`config.mk`:
```
export PLATFORM = sky130hd
export DESIGN_NAME = tc_pl_cap_sched
export DESIGN_NICKNAME = d
export VERILOG_FILES = /design/src/rtl/tc_pl_cap_sched.sv
export SDC_FILE = /design/constraint.sdc
export NUM_CORES = 1
export LEC_CHECK = 0
export BUFFER_PORTS_ARGS = -buffer_cell sky130_fd_sc_hd__buf_4
export CAP_MARGIN = 0
export CELL_PAD_IN_SITES_DETAIL_PLACEMENT = 1
export CELL_PAD_IN_SITES_GLOBAL_PLACEMENT = 1
export CORE_UTILIZATION = 40
export DETAILED_ROUTE_END_ITERATION = 10
export PLACE_DENSITY_LB_ADDON = 0.1
export SETUP_SLACK_MARGIN = 0.15
export SLEW_MARGIN = 20
export SYNTH_ARGS = -nofsm -noshare
export SYNTH_HDL_FRONTEND = slang
export SYNTH_SLANG_ARGS = --single-unit
```
`constraint.sdc`:
```
create_clock -name clk125 -period 3.05 [get_ports clk125]
set_input_delay 0.305 -clock clk125 [delete_from_list [all_inputs] [get_ports clk125]]
set_output_delay 0.305 -clock clk125 [all_outputs]
set_load 0.01 [all_outputs]
```
`src/rtl/tc_pl_cap_sched.sv`:
```
// Capture scheduler: issues cap_trig from software, external-edge or periodic
// sources, counts captures per burst and supervises completion with a watchdog.
module tc_pl_cap_sched #(
  parameter int CNT_W = 32,
  parameter int BST_W = 16
) (
  input  logic             clk125,
  input  logic             rst,
  input  logic             enable,
  input  logic [1:0]       mode,
  input  logic             sw_trig,
  input  logic             ext_trig,
  input  logic [CNT_W-1:0] period,
  input  logic [BST_W-1:0] burst_num,
  input  logic [CNT_W-1:0] timeout,
  input  logic             err_clr,
  input  logic             cap_cmpt,
  output logic             cap_trig,
  output logic             cap_rst,
  output logic             busy,
  output logic             done,
  output logic             timeout_err,
  output logic             overrun,
  output logic [BST_W-1:0] cap_count
);

  typedef enum logic [1:0] {S_IDLE, S_ARM, S_WAIT, S_GAP} state_t;

  localparam logic [1:0]       MODE_SW   = 2'd0;
  localparam logic [1:0]       MODE_EXT  = 2'd1;
  localparam logic [1:0]       MODE_PER  = 2'd2;
  localparam logic [1:0]       MODE_RSV  = 2'd3;
  localparam logic [CNT_W-1:0] CNT_ZERO  = '0;
  localparam logic [CNT_W-1:0] CNT_ONE   = CNT_W'(1);
  localparam logic [CNT_W-1:0] CNT_TWO   = CNT_W'(2);
  localparam logic [BST_W-1:0] BST_ZERO  = '0;
  localparam logic [BST_W-1:0] BST_ONE   = BST_W'(1);

  state_t           state, state_nx;
  logic [1:0]       mode_s;
  logic [CNT_W-1:0] period_s, timeout_s;
  logic [BST_W-1:0] burst_s;
  logic [CNT_W-1:0] per_cnt, wd_cnt;
  logic             per_run, pending, ext_q;

  logic             tick, trig_hit, wd_exp, start, ovr_set, to_set;
  logic             cap_trig_d, cap_rst_d, done_d;
  logic [BST_W-1:0] count_inc;

  assign busy      = (state != S_IDLE);
  assign tick      = (mode_s == MODE_PER) && per_run && (per_cnt == period_s - CNT_ONE);
  assign wd_exp    = (timeout_s != CNT_ZERO) && (wd_cnt == timeout_s);
  assign count_inc = (&cap_count) ? cap_count : cap_count + BST_ONE;
  assign ovr_set   = tick && ((state == S_WAIT) || (state == S_GAP));

  // Trigger qualification; the first periodic trigger of a burst does not wait for a tick.
  always_comb begin
    trig_hit = 1'b0;
    case (mode_s)
      MODE_SW:  trig_hit = sw_trig;
      MODE_EXT: trig_hit = ext_trig && !ext_q;
      MODE_PER: trig_hit = tick || pending || !per_run;
      default:  trig_hit = 1'b0;
    endcase
  end

  // NOTE: every signal driven here gets a default first, so no latch is inferred.
  always_comb begin
    state_nx   = state;
    start      = 1'b0;
    cap_trig_d = 1'b0;
    cap_rst_d  = 1'b0;
    done_d     = 1'b0;
    to_set     = 1'b0;
    case (state)
      S_IDLE: begin
        if (enable && (mode != MODE_RSV)) begin
          state_nx = S_ARM;
          start    = 1'b1;
        end
      end
      S_ARM: begin
        if (!enable) begin
          state_nx = S_IDLE;
          done_d   = 1'b1;
        end else if (trig_hit) begin
          state_nx   = S_WAIT;
          cap_trig_d = 1'b1;
        end
      end
      S_WAIT: begin
        // Completion takes priority over a watchdog expiry in the same cycle.
        if (cap_cmpt) begin
          if (((burst_s != BST_ZERO) && (count_inc == burst_s)) || !enable) begin
            state_nx = S_IDLE;
            done_d   = 1'b1;
          end else begin
            state_nx = S_GAP;
          end
        end else if (wd_exp) begin
          state_nx  = S_IDLE;
          to_set    = 1'b1;
          cap_rst_d = 1'b1;
          done_d    = 1'b1;
        end
      end
      S_GAP:   state_nx = S_ARM;
      default: state_nx = S_IDLE;
    endcase
  end

  // NOTE: sequential state uses non-blocking assignments so all registers update together.
  always_ff @(posedge clk125) begin
    if (rst) begin
      state    <= S_IDLE;
      cap_trig <= 1'b0;
      cap_rst  <= 1'b0;
      done     <= 1'b0;
    end else begin
      state    <= state_nx;
      cap_trig <= cap_trig_d;
      cap_rst  <= cap_rst_d;
      done     <= done_d;
    end
  end

  // NOTE: shadow configuration is reset too, so a burst never starts from unknown settings.
  always_ff @(posedge clk125) begin
    if (rst) begin
      mode_s      <= MODE_SW;
      period_s    <= CNT_TWO;
      burst_s     <= BST_ZERO;
      timeout_s   <= CNT_ZERO;
      cap_count   <= BST_ZERO;
      per_cnt     <= CNT_ZERO;
      per_run     <= 1'b0;
      pending     <= 1'b0;
      wd_cnt      <= CNT_ZERO;
      ext_q       <= 1'b0;
      timeout_err <= 1'b0;
      overrun     <= 1'b0;
    end else begin
      ext_q <= ext_trig;

      if (start) begin
        mode_s    <= mode;
        period_s  <= (period < CNT_TWO) ? CNT_TWO : period;
        burst_s   <= burst_num;
        timeout_s <= timeout;
        cap_count <= BST_ZERO;
        per_cnt   <= CNT_ZERO;
        per_run   <= 1'b0;
        pending   <= 1'b0;
      end else begin
        if ((state == S_WAIT) && cap_cmpt)
          cap_count <= count_inc;

        // Period timer free-runs from the first trigger of the burst.
        if (cap_trig_d && !per_run && (mode_s == MODE_PER)) begin
          per_run <= 1'b1;
          per_cnt <= CNT_ZERO;
        end else if (per_run) begin
          per_cnt <= tick ? CNT_ZERO : per_cnt + CNT_ONE;
        end

        if (cap_trig_d)
          pending <= 1'b0;
        else if (ovr_set)
          pending <= 1'b1;
      end

      wd_cnt <= (state == S_WAIT) ? wd_cnt + CNT_ONE : CNT_ZERO;

      // A new error in the same cycle as err_clr keeps the flag set.
      if (to_set)
        timeout_err <= 1'b1;
      else if (err_clr)
        timeout_err <= 1'b0;

      if (ovr_set)
        overrun <= 1'b1;
      else if (err_clr)
        overrun <= 1'b0;
    end
  end

endmodule

```
==> results.json <==
{
  "path_clk_slew_ps": 70,
  "core_area_um2": 21200,
  "synth_seq_cells": 172,
  "syn_nets": 1097,
  "hold_buffers": 0,
  "fillers": 2468,
  "drt_pass1_iterations": 5,
  "grt_pass1_wl_mm": 43.3,
  "min_path_type": "in2reg",
  "max_stage_delay_ps": 580,
  "criticalPathCategory": "reg2reg",
  "cp_top_family": "simple AND/OR/NAND/NOR gates",
  "synth.distinct_cells": 70,
  "synth.most_common_cell": "dfxtp_1",
  "syn_to_final_growth_pct": 28.1,
  "cp_max_fo": 11,
  "via_per_inst": 5.55,
  "ys_seq_area_frac": 0.396,
  "violations": "setup timing",
  "grt_max_degree": 37,
  "hold_depth": 2,
  "final_nets": 1270,
  "setup_slack_ps": -231,
  "r2r_slack_ps": -230,
  "antenna_found_initial": 0,
  "clkLatencyLatePin_ps": 440,
  "slew_headroom": 0.477,
  "vias": 8103,
  "drt_wl_total_mm": 26.7,
  "worstPathArrival_ps": 3600,
  "status": "finished, violations left",
  "yosysWarnings": 0,
  "yosys_most_used_dff": "dfxtp_1",
  "hold-path-endpoint": "timeout_s[5]",
  "grt_usage": 0.247,
  "cts_tree": "done",
  "dp_hpwl_mm": 20.5,
  "slew_viol_final": 0,
  "cts_sinks": 172,
  "tritoncts.num_buffers": 17,
  "synth_top_cell_area_share": 0.396,
  "drtIter0Drc": 294,
  "port_buffers": 110,
  "syn_area_um2": 8710,
  "die_height_um": 150,
  "drv_cap": 0,
  "fin_crit_sh": 1.08,
  "gp_congestion": 0.922,
  "grt_setup_unrepaired": "yes",
  "hold_slack_ps": 70.7,
  "synthCells": 1000,
  "p_leak_nw": 4.30,
  "wire_per_inst_um": 18.3,
  "yosysTopAreaCell": "dfxtp_1",
  "htree_levels": 4,
  "die_area_um2": 22400,
  "grt_pass1_vias": 8364,
  "r2r-end": "per_cnt[21]",
  "detail-route-antenna-nets": 0,
  "overflow": 0,
  "root_buffer": "clkbuf_16",
  "ir_drop_v": 0.000434,
  "end_kind": "register",
  "powerDensity_nw_per_um2": 525,
  "holdCritStartpoint": "timeout[5]",
  "crit_buf_inv": 2,
  "worst_r2r_startpoint": "period_s[22]",
  "finalCriticalPeriod_ps": 3280,
  "fin_skew_ps": 14.4,
  "initial_utilization": 0.412,
  "worstPathCellList": "or3_4, or4b_4, or4_4, o211a_1, a211o_1, a221oi_4, nand4b_4, o211ai_4, buf_4, buf_12, nor2_1",
  "setup_viol": 37,
  "startpoint_type": "register",
  "syn_area_per_cell_um2": 8.71,
  "rr_worst_depth": 11,
  "required_ps": 3370,
  "fin_util": 0.527,
  "max_freq_ghz": 0.305,
  "fin_setup_tns_ps": -7720,
  "synth_edf_count": 0,
  "hold_viol": 0,
  "ios": 111,
  "floorplan.die.width_um": 150,
  "rows": 53,
  "synth_common_cells": "dfxtp_1 (172), nor2_1 (122), xnor2_1 (90), a22o_1 (76), xor2_1 (63)",
  "dp_slack_ps": -257,
  "crit_slowest_cell": "or4b_4",
  "drive_gt1_frac": 0.224,
  "clock_path_buffers": 2,
  "drc": 0,
  "async_flop_share": 0,
  "antennaDiodeCount": 0,
  "fin_total_pwr_mw": 5.85,
  "synthTopCellsByArea": "dfxtp_1 (40%), xnor2_1 (9.1%), a22o_1 (7.6%), xor2_1 (6.3%), nor2_1 (5.3%)",
  "worstMarginPinSlew_ps": 777
}
## cell families (layout without fill, tap and decap cells)
logic type               after synthesis  count (layout)  share of synthesized area
AND/OR/NAND/NOR                      402             402                      0.235
AO/OA/AOI/OAI                        179             179                      0.159
flip-flops                           172             172                      0.396
XOR/XNOR                             153             153                      0.154
buffers and inverters                 76             261                     0.0341
multiplexers                          10              10                     0.0116
adder cells (fa/ha/maj)                8               8                     0.0115
## layer usage
metal  part of all wire  global-route usage  up-vias
met5                  0                   0        -
met4              0.019              0.0760        0
met3              0.030              0.0375       32
met2               0.49               0.431      132
met1               0.46               0.312     3987
li1                   -                   -     3952
## stage by stage
stage          instances  cell area (um2)
2_1_floorplan       1000             8730
3_3_place_gp        1420            10400
3_5_place_dp        1420            10400
4_1_cts             1455            11100
5_1_grt             1460            11200
6_report            1460            11200
## power by group
part / total (mW) / switching (mW) / internal (mW)
registers: 2.49 / 0.122 / 2.37
clock network: 2.19 / 0.969 / 1.22
logic: 1.17 / 0.593 / 0.576
## worst max-delay path by stage
| stage | cells past startpoint | startpoint | slack (ps) | end |
|---|---|---|---|---|
| 2_1_floorplan | 11 | period_s[22] | -30 | per_cnt[0] |
| 3_3_place_gp | 11 | period_s[22] | -160 | per_cnt[9] |
| 3_5_place_dp | 13 | period_s[1] | -260 | per_cnt[4] |
| 4_1_cts | 11 | period_s[24] | -160 | per_cnt[21] |
| 5_1_grt | 12 | period_s[22] | -340 | per_cnt[2] |
| 6_report | 11 | period_s[22] | -230 | per_cnt[21] |
## state kept, by name, summed over array words and instances, names as in the netlist
signal       flops
period_s        32
mode_s           2
cap_rst          1
cap_count       16
overrun          1
burst_s         16
timeout_err      1
ext_q            1
pending          1
per_cnt         32
state            2
timeout_s       32
cap_trig         1
done             1
wd_cnt          32
per_run          1
## cell usage in the layout, fill, tap and decap left out, drive strengths merged, types with 30 or more instances in the layout
cell,count
buf,207
dfxtp,172
nor2,122
xnor2,90
a22o,76
xor2,63
nand2,58
nor4,37
nand3,36
nand4,34
inv,30
## layout make-up
cell class | count | area [um2] | share of cell area
timing repair buffer | 207 | 1600 | 0.144
multi-input combinational | 752 | 5090 | 0.456
clock buffer | 18 | 429 | 0.0385
sequential | 172 | 3450 | 0.309
tap | 275 | 344 | 0.0309
inverter | 23 | 86.3 | 0.00774
clock inverter | 13 | 154 | 0.0138
## timing repair
action,in CTS,in global routing
resized for setup,8,16
setup buffers,3,5
pin swaps,2,5
endpoints found under the setup margin,37,38
gates cloned,1,0
(Power assumes the default switching activity.)
